**src/rtl/rs232_ctrl_pkg.sv**
```systemverilog
// Shared widths, state encodings and helpers for the RS232 sequencer/arbiter.
package rs232_ctrl_pkg;

   localparam int unsigned DATA_W = 8;
   localparam int unsigned ADDR_W = 3;

   typedef enum logic {
      T_ARB,
      T_XFER
   } tx_state_t;

   typedef enum logic [1:0] {
      R_IDLE,
      R_WAIT,
      R_HOLD
   } rx_state_t;

   // Width of an index into n requesters; never less than one bit.
   function automatic int unsigned idx_w(input int unsigned n);
      return (n > 1) ? $clog2(n) : 1;
   endfunction

endpackage

```
**src/rtl/rr_arbiter.sv**
```systemverilog
// Round-robin arbiter: picks the first asserted request at or after ptr, wrapping.
module rr_arbiter
   import rs232_ctrl_pkg::*;
#(
   parameter int unsigned NREQ  = 2,
   parameter int unsigned IDX_W = idx_w(NREQ)
) (
   input  logic [NREQ-1:0]  req,
   input  logic [IDX_W-1:0] ptr,
   output logic [NREQ-1:0]  grant,
   output logic [IDX_W-1:0] idx,
   output logic             any
);

   logic [IDX_W-1:0] cand;

   // Scan requesters starting at the round-robin pointer, first hit wins.
   always_comb begin
      grant = '0;
      idx   = '0;
      any   = 1'b0;
      cand  = '0;
      for (int unsigned i = 0; i < NREQ; i++) begin
         cand = IDX_W'((32'(ptr) + i) % NREQ);
         if (!any && req[cand]) begin
            any         = 1'b1;
            grant[cand] = 1'b1;
            idx         = cand;
         end
      end
   end

endmodule

```
**src/rtl/rs232_ctrl.sv**
```systemverilog
// Sequencer in front of one UART: packet-locked round-robin TX sharing and an RX buffer
// drain that walks the read address toward the UART's write pointer.
module rs232_ctrl
   import rs232_ctrl_pkg::*;
#(
   parameter int unsigned NREQ      = 2,   // 1..8
   parameter int unsigned RX_RD_LAT = 1,   // 0..3
   parameter int unsigned IDLE_TMO  = 255  // must be >= 1
) (
   input  logic                   iClk,
   input  logic                   iRst,
   input  logic [NREQ-1:0]        iReqValid,
   input  logic [DATA_W*NREQ-1:0] iReqData,
   input  logic [NREQ-1:0]        iReqLast,
   output logic [NREQ-1:0]        oReqReady,
   output logic [NREQ-1:0]        oGrant,
   output logic                   oTmo,
   output logic [DATA_W-1:0]      oTxData,
   output logic                   oTxWrite,
   input  logic                   iTxFull,
   output logic [ADDR_W-1:0]      oRxReadAddr,
   input  logic [ADDR_W-1:0]      iRxWrAddr,
   input  logic [DATA_W-1:0]      iRxData,
   output logic                   oRxValid,
   output logic [DATA_W-1:0]      oRxByte,
   input  logic                   iRxReady
);

   localparam int unsigned IDX_W = idx_w(NREQ);
   localparam int unsigned TMO_W = $clog2(IDLE_TMO + 1);
   localparam int unsigned LAT_W = 2;

   // ---------------------------------------------------------------- TX path
   tx_state_t        tx_state_q, tx_state_d;
   logic [NREQ-1:0]  grant_q, grant_d;
   logic [IDX_W-1:0] gidx_q, gidx_d;
   logic [IDX_W-1:0] rr_ptr_q, rr_ptr_d;
   logic [TMO_W-1:0] idle_cnt_q, idle_cnt_d;
   logic             tmo_q, tmo_d;

   logic [NREQ-1:0]   arb_grant;
   logic [IDX_W-1:0]  arb_idx;
   logic              arb_any;
   logic              cur_valid;
   logic              cur_last;
   logic [DATA_W-1:0] cur_data;
   logic [IDX_W-1:0]  gidx_next;

   rr_arbiter #(
      .NREQ  (NREQ),
      .IDX_W (IDX_W)
   ) u_rr_arbiter (
      .req   (iReqValid),
      .ptr   (rr_ptr_q),
      .grant (arb_grant),
      .idx   (arb_idx),
      .any   (arb_any)
   );

   assign cur_valid = iReqValid[gidx_q];
   assign cur_last  = iReqLast[gidx_q];
   assign cur_data  = iReqData[gidx_q*DATA_W +: DATA_W];
   assign gidx_next = (gidx_q == IDX_W'(NREQ - 1)) ? '0 : gidx_q + 1'b1;

   // TX next-state and the zero-latency write port towards the UART.
   always_comb begin
      tx_state_d = tx_state_q;
      grant_d    = grant_q;
      gidx_d     = gidx_q;
      rr_ptr_d   = rr_ptr_q;
      idle_cnt_d = idle_cnt_q;
      tmo_d      = 1'b0;
      oReqReady  = '0;
      oTxWrite   = 1'b0;
      oTxData    = '0;

      case (tx_state_q)
         T_ARB: begin
            if (arb_any) begin
               tx_state_d = T_XFER;
               grant_d    = arb_grant;
               gidx_d     = arb_idx;
               idle_cnt_d = '0;
            end
         end
         T_XFER: begin
            oReqReady = grant_q & {NREQ{!iTxFull}};
            oTxData   = cur_data;
            oTxWrite  = cur_valid & !iTxFull;
            if (cur_valid && !iTxFull) begin
               idle_cnt_d = '0;
               if (cur_last) begin
                  tx_state_d = T_ARB;
                  grant_d    = '0;
                  rr_ptr_d   = gidx_next;
               end
            end else if (!cur_valid && !iTxFull) begin
               // A full UART is a stall, not owner idleness, so only count here.
               if (idle_cnt_q == TMO_W'(IDLE_TMO - 1)) begin
                  tx_state_d = T_ARB;
                  grant_d    = '0;
                  rr_ptr_d   = gidx_next;
                  tmo_d      = 1'b1;
               end else begin
                  idle_cnt_d = idle_cnt_q + 1'b1;
               end
            end
         end
         default: begin
            tx_state_d = T_ARB;
            grant_d    = '0;
         end
      endcase

      // Reset asserted mid-packet must not let a byte slip into the UART.
      if (!iRst) begin
         oReqReady = '0;
         oTxWrite  = 1'b0;
         oTxData   = '0;
      end
   end

   // TX state registers with synchronous active-low reset.
   always_ff @(posedge iClk) begin
      if (!iRst) begin
         tx_state_q <= T_ARB;
         grant_q    <= '0;
         gidx_q     <= '0;
         rr_ptr_q   <= '0;
         idle_cnt_q <= '0;
         tmo_q      <= 1'b0;
      end else begin
         tx_state_q <= tx_state_d;
         grant_q    <= grant_d;
         gidx_q     <= gidx_d;
         rr_ptr_q   <= rr_ptr_d;
         idle_cnt_q <= idle_cnt_d;
         tmo_q      <= tmo_d;
      end
   end

   assign oGrant = grant_q;
   assign oTmo   = tmo_q;

   // ---------------------------------------------------------------- RX path
   rx_state_t         rx_state_q, rx_state_d;
   logic [ADDR_W-1:0] rd_ptr_q, rd_ptr_d;
   logic [LAT_W-1:0]  lat_cnt_q, lat_cnt_d;
   logic [DATA_W-1:0] rx_byte_q, rx_byte_d;
   logic              rx_valid_q, rx_valid_d;
   logic              pending;

   // Equal pointers read as empty, so a completely full buffer is invisible here.
   assign pending = (iRxWrAddr != rd_ptr_q);

   // RX next-state: wait out the read latency, capture, hold until accepted.
   always_comb begin
      rx_state_d = rx_state_q;
      rd_ptr_d   = rd_ptr_q;
      lat_cnt_d  = lat_cnt_q;
      rx_byte_d  = rx_byte_q;
      rx_valid_d = rx_valid_q;

      case (rx_state_q)
         R_IDLE: begin
            if (pending) begin
               // The read address has already sat on rd_ptr for this cycle.
               if (RX_RD_LAT == 0) begin
                  rx_byte_d  = iRxData;
                  rx_valid_d = 1'b1;
                  rx_state_d = R_HOLD;
               end else begin
                  lat_cnt_d  = LAT_W'(1);
                  rx_state_d = R_WAIT;
               end
            end
         end
         R_WAIT: begin
            if (lat_cnt_q == LAT_W'(RX_RD_LAT)) begin
               rx_byte_d  = iRxData;
               rx_valid_d = 1'b1;
               rx_state_d = R_HOLD;
            end else begin
               lat_cnt_d = lat_cnt_q + 1'b1;
            end
         end
         R_HOLD: begin
            if (iRxReady) begin
               rx_valid_d = 1'b0;
               rd_ptr_d   = rd_ptr_q + 1'b1;
               rx_state_d = R_IDLE;
            end
         end
         default: begin
            rx_state_d = R_IDLE;
            rx_valid_d = 1'b0;
         end
      endcase
   end

   // RX state registers with synchronous active-low reset.
   always_ff @(posedge iClk) begin
      if (!iRst) begin
         rx_state_q <= R_IDLE;
         rd_ptr_q   <= '0;
         lat_cnt_q  <= '0;
         rx_byte_q  <= '0;
         rx_valid_q <= 1'b0;
      end else begin
         rx_state_q <= rx_state_d;
         rd_ptr_q   <= rd_ptr_d;
         lat_cnt_q  <= lat_cnt_d;
         rx_byte_q  <= rx_byte_d;
         rx_valid_q <= rx_valid_d;
      end
   end

   assign oRxReadAddr = rd_ptr_q;
   assign oRxValid    = rx_valid_q;
   assign oRxByte     = rx_byte_q;

endmodule
```
**config.mk**
```make
export PLATFORM = sky130hd
export DESIGN_NAME = rs232_ctrl
export DESIGN_NICKNAME = d
export VERILOG_FILES = /design/src/rtl/rs232_ctrl_pkg.sv /design/src/rtl/rr_arbiter.sv /design/src/rtl/rs232_ctrl.sv
export SDC_FILE = /design/constraint.sdc
export NUM_CORES = 1
export LEC_CHECK = 0
export CORE_MARGIN = 4
export CORE_UTILIZATION = 45
export CTS_BUF_LIST = sky130_fd_sc_hd__clkbuf_4 sky130_fd_sc_hd__clkbuf_8 sky130_fd_sc_hd__clkbuf_16
export CTS_CLUSTER_DIAMETER = 100
export CTS_CLUSTER_SIZE = 24
export DETAILED_ROUTE_END_ITERATION = 7
export GPL_TIMING_DRIVEN = 0
export PLACE_DENSITY = 0.95
export SETUP_SLACK_MARGIN = 0.4
export SYNTH_ARGS = -nofsm -noshare
export SYNTH_HDL_FRONTEND = slang
export SYNTH_SLANG_ARGS = --single-unit
```
**constraint.sdc**
```tcl
create_clock -name iClk -period 3.8 [get_ports iClk]
set_input_delay 0.57 -clock iClk [delete_from_list [all_inputs] [get_ports iClk]]
set_output_delay 0.57 -clock iClk [all_outputs]
set_load 0.05 [all_outputs]
```
==> results of run 1 <==
-- critical path, delay by kind of cell --
kind	cells	cell delay, ns
buffers and inverters	2	1.40
and+or+nand+nor	3	0.64
-- kinds of logic after synthesis --
family	Yosys count	synth area share
AO/OA/AOI/OAI	44	0.175
buffers and inverters	11	0.0280
adder cells (fa/ha/maj)	4	0.0340
multiplexers	10	0.0679
AND/OR/NAND/NOR	80	0.258
XOR/XNOR	5	0.0297
flip-flops	30	0.407
-- state kept, by name, indices dropped and copies added, names as in the netlist --
register,cells
tx_state_q,1
oRxByte,8
rx_state_q,2
oTmo,1
oRxReadAddr,3
rr_ptr_q,1
oGrant,2
idle_cnt_q,8
gidx_q,1
lat_cnt_q,2
oRxValid,1
-- final timing paths --
| kind | depth (start not counted) | end | slack [ns] |
|---|---|---|---|
| max | 5 | oReqReady[0] | 0.62 |
| min | 2 | oRxByte[0] | 0.46 |
| max reg2reg | 4 | idle_cnt_q[7] | 1.88 |
| min reg2reg | 2 | oRxByte[0] | 0.46 |
-- metrics by stage --
step	utilization	setup WS, ns
6_report	0.722	0.619
2_1_floorplan	-	1.35
5_1_grt	0.722	0.519
4_1_cts	0.722	0.602
3_3_place_gp	0.686	0.616
3_5_place_dp	0.686	0.599
-- cell type report --
class | count | share of cell area
multi-input cells | 143 | 0.371
flip-flops and latches | 30 | 0.268
clock buffers | 6 | 0.0229
well taps | 44 | 0.0246
repair buffers | 60 | 0.268
inverters | 6 | 0.0101
plain buffers | 5 | 0.00838
clock inverters | 2 | 0.0268
-- power breakdown --
part | total [µW] | switching (µW) | internal [µW] | leakage (µW)
clock network | 333 | 111 | 223 | 0.0000585
logic | 197 | 112 | 85.0 | 0.000506
registers | 343 | 12.1 | 331 | 0.000244
total | 874 | 235 | 639 | 0.000809
-- cell usage after synthesis --
master     instances
inv_2              1
o21bai_1           1
a21oi_1           21
or4_1              1
clkbuf_1           4
nor4_1             1
nand4b_1           3
or2_0              1
nand2b_1           1
nand3b_1           1
o211ai_1           1
dfxtp_1           30
a211oi_1           1
nand3_1            4
o2111ai_1          1
nand4_1            1
and2_1             3
or2_1              1
or2_2              1
nor2_1            23
a211o_1            1
o2bb2ai_1          1
a31oi_1            3
clkinv_1           1
mux2i_1           10
or3b_1             1
ha_1               4
a221o_1            1
inv_1              4
nor2b_1            2
o21ai_0            5
o22ai_1            1
or3b_2             1
buf_1              1
o21ai_1            4
nor3_1             4
a221oi_1           1
or3_1              2
o21a_1             2
and3_1             2
nand2_1           27
xor2_1             5
-- routing by layer --
metal  vias up  part of all wire  GRT usage
met3         6             0.092     0.0701
li1        781                 -          -
met5         -                 0          0
met1       716              0.43      0.214
met4         0             0.011     0.0518
met2        71              0.47      0.326
==> results.cfg, run 1 <==
[finish]
drive_gt1_frac = 0.0437
nets = 290
antenna_cells = 0
final_cells = 296
final_cell_area_um2 = 2240
ff_latch_area_um2 = 601
mostFrequentLayoutCell = clkdlybuf4s50_1
multi_input_area_um2 = 832
nFillCells = 275
syn_to_final_growth_pct = 52.0
layout_common_cells = clkdlybuf4s50_1, dfxtp_1, nand2_1

[sta]
drv_slew = 0
hold_slack_ns = 0.456
setup_viol = 0
grt_setup_unrepaired = no
fmax_mhz = 314
hold_viol_final = 0
min_period_over_period = 0.837
slew_headroom = 0.600
tightestPinTransition_ns = 0.600
fin_crit_ns = 3.18
tns_ns = 0
clock-skew-final_ns = 0.00757

[clock_network]
path_clk_slew_ns = 0.09
cts_resized = 0
cts-root-buf = clkbuf_4
worstSkewPairLatency_ns = 0.33
cts_buffers = 5
post_cts_buffers = 0
cts_htree_levels = 2
clock_path_buffers = 2
cts_sinks = 30
holdBufCountCts = 0
cts_tree = done

[synthesis]
synth.distinct_cells = 42
synth_nets = 223
synth_top_area_frac = 0.407
synthCells = 184
ys_seq_area_frac = 0.407
yosys_warnings = 0
synth_seq_cells = 30
syn_avg_cell_area_um2 = 8.01
yosysTopAreaCell = dfxtp_1
syn_area_um2 = 1470
synthTopCellsByArea = dfxtp_1, a21oi_1, nand2_1

[setup_path]
r2r-start = gidx_q
startpoint = iRst
arrival_ns = 2.61
cp-start-kind = input pin
cp_max_fo = 10
critPathCaptureType = primary output
slowest_stage = clkdlybuf4s50_1
worstPathRequired_ns = 3.23
worstSetupPathType = input pin to primary output
cp_common_cell = clkdlybuf4s50_1
slowest_delay_ns = 0.80
cp_cell_sequence = clkdlybuf4s50_1 -> nand2_1 -> nor2_1 -> and2_1 -> clkdlybuf4s50_1

[pwr]
p_per_area_nw_per_um2 = 390
p_total_uw = 874
leakagePower_uw = 0.000809
peakVddDrop_mv = 0.236

[route]
dr.pass1.iters = 4
postRouteAntennaNets = 0
drt_iter0_markers = 56
drc = 0
wirelength_um = 3710
wl_per_cell_um = 12.5
num_vias = 1574
avgViaCountPerCell = 5.32

[job]
cap_violations = 0

[grt]
antenna_found_initial = 0
grt_pass1_wl_um = 6380
grt_max_degree = 11
grt_overflow_total = 0
grt_pass1_vias = 1539
grtUsageTotal = 0.188

[floorplanning]
die_h_um = 65.2
core_area_um2 = 3100
dieArea_um2 = 4250
ios = 61
die_x_um = 65.2
rows = 20
start_util = 0.475

[placement]
place_area_um2 = 2130
portBuffers = 60
dp_cells = 288
hpwl_um = 2880
gp_congestion = 0.816

[worst_hold_path]
hold_path_class = flop to flop
hold_start = oRxByte[0]

[run_status]
status = finished clean
(Power assumes the default switching activity.)
==> run 2: changes to the inputs <==
--- a/config.mk
+++ b/config.mk
@@ -6,13 +6,13 @@
 export NUM_CORES = 1
 export LEC_CHECK = 0
 export CORE_MARGIN = 4
-export CORE_UTILIZATION = 45
+export CORE_UTILIZATION = 42
 export CTS_BUF_LIST = sky130_fd_sc_hd__clkbuf_4 sky130_fd_sc_hd__clkbuf_8 sky130_fd_sc_hd__clkbuf_16
 export CTS_CLUSTER_DIAMETER = 100
 export CTS_CLUSTER_SIZE = 24
 export DETAILED_ROUTE_END_ITERATION = 7
 export GPL_TIMING_DRIVEN = 0
-export PLACE_DENSITY = 0.95
+export PLACE_DENSITY = 0.91
 export SETUP_SLACK_MARGIN = 0.4
 export SYNTH_ARGS = -nofsm -noshare
 export SYNTH_HDL_FRONTEND = slang
==> constraint.sdc (replaced) <==
create_clock -name iClk -period 3.08 [get_ports iClk]
set_input_delay 0.462 -clock iClk [delete_from_list [all_inputs] [get_ports iClk]]
set_output_delay 0.462 -clock iClk [all_outputs]
set_load 0.05 [all_outputs]
==> results.cfg, run 2 (synthesized netlist as in run 1, its figures left out) <==
[run_status]
status = finished clean

[worst_hold_path]
hold_path_class = flop to flop
holdPathStages = 2

[clock_network]
path_clk_slew_ns = 0.09
cts_tree = done
cts_sinks = 30
holdBufCountCts = 0
cts-root-buf = clkbuf_4
cts_buffers = 5
cts_htree_levels = 2
clock_path_buffers = 2
worstSkewPairLatency_ns = 0.33

[sta]
slew_headroom = 0.631
setup_viol = 0
fin_crit_ns = 2.55
grt_setup_unrepaired = no
tightestPinTransition_ns = 0.552
fmax_mhz = 392
clock-skew-final_ns = 0.00397
fin_ws_ns = 0.527
tns_ns = 0
drv_slew = 0
min_period_over_period = 0.829
hold_viol_final = 0

[setup_path]
critPathCaptureType = primary output
cp_cell_sequence = clkdlybuf4s50_1 -> nand2_1 -> nor2_1 -> dlygate4sd2_1
cp-start-kind = input pin
r2r_setup_slack_ns = 1.17
critical-path-top-delay-family = buffers and inverters
slowest_delay_ns = 0.59
cp.depth = 4
path_buf_inv = 2
ff2ff_path_depth = 4
worstSetupPathType = input pin to primary output
worstPathRequired_ns = 2.62
arrival_ns = 2.09
slowest_stage = clkdlybuf4s50_1
cp_max_fo = 10

[grt]
grt_pass1_wl_um = 5840
grt_pass1_vias = 1393
grt_max_degree = 11
grtUsageTotal = 0.171
antenna_found_initial = 0
grt_overflow_total = 0

[finish]
ff_latch_area_um2 = 601
syn_to_final_growth_pct = 48.0
final_cells = 298
nets = 290
final_cell_area_um2 = 2180
antenna_cells = 0
drive_gt1_frac = 0.0635
mostFrequentLayoutCell = clkdlybuf4s50_1
nFillCells = 307
layout_common_cells = clkdlybuf4s50_1, dfxtp_1, nand2_1
multi_input_area_um2 = 835

[floorplanning]
die_x_um = 67.2
die_h_um = 67.2
rows = 21
core_area_um2 = 3360
dieArea_um2 = 4520
start_util = 0.438
ios = 61

[route]
drt_iter0_markers = 85
drc = 0
wirelength_um = 3690
postRouteAntennaNets = 0
num_vias = 1524
avgViaCountPerCell = 5.11
wl_per_cell_um = 12.4
dr.pass1.iters = 4

[pwr]
p_clk_frac = 0.276
p_sw_uw = 286
leakagePower_uw = 0.000829
internal_power_uw = 629
p_sw_frac = 0.313
pwr-share-seq = 0.462
p_total_uw = 916
comb_power_share = 0.262
p_per_area_nw_per_um2 = 420
peakVddDrop_mv = 0.180

[placement]
gp_congestion = 0.846
place_area_um2 = 2130
hpwl_um = 2830
dp_cells = 290
portBuffers = 60
place_ws_ns = 0.0249

[job]
cap_violations = 0
==> run 2: changes by cell type in the layout (fill, tap and decap cells not counted), moves of 2 or more <==
cell             change
clkdlybuf4s50_1     -11
bufinv_16            -2
clkbuf_2             +2
dlygate4sd2_1        +8
==> run 2: power by group through the flow <==
stage / sequential, µW / combinational [µW] / clock, µW
final: 423 / 240 / 253
after global routing: 427 / 261 / 278
after CTS: 423 / 241 / 260
after detailed placement: 432 / 243 / 0
after global placement: 431 / 239 / 0
after floorplan: 470 / 105 / 0
==> run 2: layer usage <==
layer / vias up / track usage / wire [µm] / part of all wire
met2: 58 / 0.294 / 1710 / 0.46
met1: 685 / 0.190 / 1610 / 0.44
met5: - / 0 / 0 / 0
met3: 5 / 0.0732 / 319 / 0.086
li1: 776 / - / - / -
met4: 0 / 0.0532 / 46 / 0.012
==> run 2: timing repair <==
item	4_1_cts	5_1_grt
pin swaps	0	0
gates resized for setup	14	6
cloned	0	0
setup endpoints to repair	11	3
buffers inserted	0	0
==> run 2: worst reg2reg max path: stages, from the launching register on <==
cell and delay, ns:
dfxtp_1 0.38, mux2i_1 0.42, o211ai_1 0.33, or4_1 0.56
a21oi_1 0.15
==> run 2: per-stage QoR <==
step,hold WS [ns],utilization
finish,0.456,0.648
global route,0.489,0.648
global placement,0.441,0.634
CTS,0.459,0.650
detailed placement,0.446,0.634
floorplan,0.450,-
==> run 2: cell type report <==
type                       count  area share
clock inverter                 1     0.00229
buffer                         5     0.00918
clock buffer                   7      0.0270
sequential                    30       0.275
inverter                       6      0.0103
tap                           46      0.0264
multi-input combinational    143       0.383
timing repair buffer          60       0.267
==> run 2: final timing paths <==
| path | from | to |
|---|---|---|
| min | oRxByte[0] | oRxByte[0] |
| max | iRst | oTxData[7] |
| min reg2reg | oRxByte[0] | oRxByte[0] |
| max reg2reg | gidx_q | idle_cnt_q[7] |
==> run 3: changes to the inputs <==
==> constraint.sdc (replaced) <==
create_clock -name iClk -period 2.35 [get_ports iClk]
set_input_delay 0.3525 -clock iClk [delete_from_list [all_inputs] [get_ports iClk]]
set_output_delay 0.3525 -clock iClk [all_outputs]
set_load 0.05 [all_outputs]
==> results.cfg, run 3 (synthesized netlist as in run 1, its figures left out) <==
[clock_network]
cts_htree_levels = 2
cts_buffers = 5
worstSkewPairLatency_ns = 0.33
cts_tree = done
path_clk_slew_ns = 0.09
holdBufCountCts = 0
clock_path_buffers = 2
cts_sinks = 30
cts-root-buf = clkbuf_4

[floorplanning]
rows = 21
start_util = 0.438
die_h_um = 67.2
core_area_um2 = 3360
ios = 61
dieArea_um2 = 4520
die_x_um = 67.2

[sta]
tns_ns = 0
grt_setup_unrepaired = no
hold_slack_ns = 0.457
tightestPinTransition_ns = 0.520
fin_crit_ns = 1.89
min_period_over_period = 0.805
slew_headroom = 0.652
fmax_mhz = 528
clock-skew-final_ns = 0.00875
hold_viol_final = 0
setup_viol = 0
drv_slew = 0

[route]
postRouteAntennaNets = 0
dr.pass1.iters = 4
drc = 0
wirelength_um = 3750
wl_per_cell_um = 12.6
avgViaCountPerCell = 5.20
drt_iter0_markers = 99
num_vias = 1551

[pwr]
p_sw_frac = 0.323
comb_power_share = 0.264
peakVddDrop_mv = 0.221
p_clk_frac = 0.272
p_per_area_nw_per_um2 = 552
leakagePower_uw = 0.000852
internal_power_uw = 812
pwr-share-seq = 0.464
p_sw_uw = 387
p_total_uw = 1200

[finish]
layout_common_cells = clkdlybuf4s50_1, dfxtp_1, nand2_1
fin_util = 0.646
nets = 290
antenna_cells = 0
syn_to_final_growth_pct = 47.4
mostFrequentLayoutCell = clkdlybuf4s50_1
drive_gt1_frac = 0.119
nFillCells = 327
final_cells = 298

[grt]
grtUsageTotal = 0.178
grt_pass1_wl_um = 6040
grt_pass1_vias = 1403
antenna_found_initial = 0
grt_overflow_total = 0
grt_max_degree = 11

[setup_path]
worstSetupPathType = flop to primary output
cp_cell_sequence = clkdlybuf4s50_1
cp-start-kind = flop
slowest_stage = clkdlybuf4s50_1
arrival_ns = 1.54
r2r-start = idle_cnt_q[0]
cp_max_fo = 3
reg2reg_to = idle_cnt_q[1]
critical-path-top-delay-family = buffers and inverters
worstPathRequired_ns = 2.00
critPathCaptureType = primary output
ff2ff_path_depth = 7
r2r_setup_slack_ns = 0.52
path_buf_inv = 1
slowest_delay_ns = 0.83

[placement]
hpwl_um = 2840
portBuffers = 60
gp_congestion = 0.846
dp_cells = 290

[worst_hold_path]
holdPathEnd = oRxByte[6]
hold_start = oRxByte[6]
holdPathStages = 2
hold_path_class = flop to flop

[run_status]
status = finished clean

[job]
cap_violations = 0
==> run 3: cell count changes in the layout (fill, tap and decap cells not counted), moves of 2 or more <==
cell,before,now
dfxtp_2,0,2
dlygate4sd2_1,8,5
buf_2,1,10
buf_4,0,2
clkdlybuf4s50_1,49,43
dfxtp_1,30,28
clkbuf_2,2,0
==> run 3: worst max path at each step <==
stage | cells after the start | from | end
floorplan | 3 | gidx_q | oTxData[0]
global placement | 5 | iRst | oReqReady[1]
detailed placement | 5 | iRst | oReqReady[1]
CTS | 4 | gidx_q | oTxData[5]
global route | 1 | oRxReadAddr[2] | oRxReadAddr[2]
finish | 1 | oRxReadAddr[2] | oRxReadAddr[2]
==> run 3: area by class of cell <==
type | count | area, µm² | area share
buffer | 5 | 27.5 | 0.0127
clock buffer | 6 | 51.3 | 0.0236
clock inverter | 2 | 12.5 | 0.00576
inverter | 6 | 22.5 | 0.0104
multi-input combinational | 143 | 851 | 0.392
sequential | 30 | 603 | 0.278
tap | 46 | 57.6 | 0.0265
timing repair buffer | 60 | 547 | 0.252
==> run 3: what timing repair did <==
item	CTS	global route
setup endpoints to repair	15	13
cloned	0	0
resized for setup	53	21
buffers inserted	0	0
==> run 3: metal layers <==
metal / up-vias / global-route usage / share of wire
met5: - / 0 / 0
met4: 0 / 0.0759 / 0.0048
met3: 2 / 0.0666 / 0.12
met2: 83 / 0.294 / 0.47
met1: 683 / 0.204 / 0.40
li1: 783 / - / -
==> run 3: through the flow <==
| stage | worst slack (ns) | cell area (µm²) |
|---|---|---|
| 6_report | 0.458 | 2170 |
| 5_1_grt | 0.409 | 2170 |
| 4_1_cts | 0.393 | 2210 |
| 3_5_place_dp | -0.499 | 2140 |
| 3_3_place_gp | -0.500 | 2140 |
| 2_1_floorplan | 0.437 | 1480 |
==> run 3: power by group through the flow <==
stage / logic, µW / clock network [µW] / registers, µW
after detailed placement: 320 / 0 / 567
after floorplan: 138 / 0 / 615
after global placement: 313 / 0 / 565
after CTS: 320 / 339 / 555
after global routing: 345 / 366 / 560
final: 316 / 326 / 555
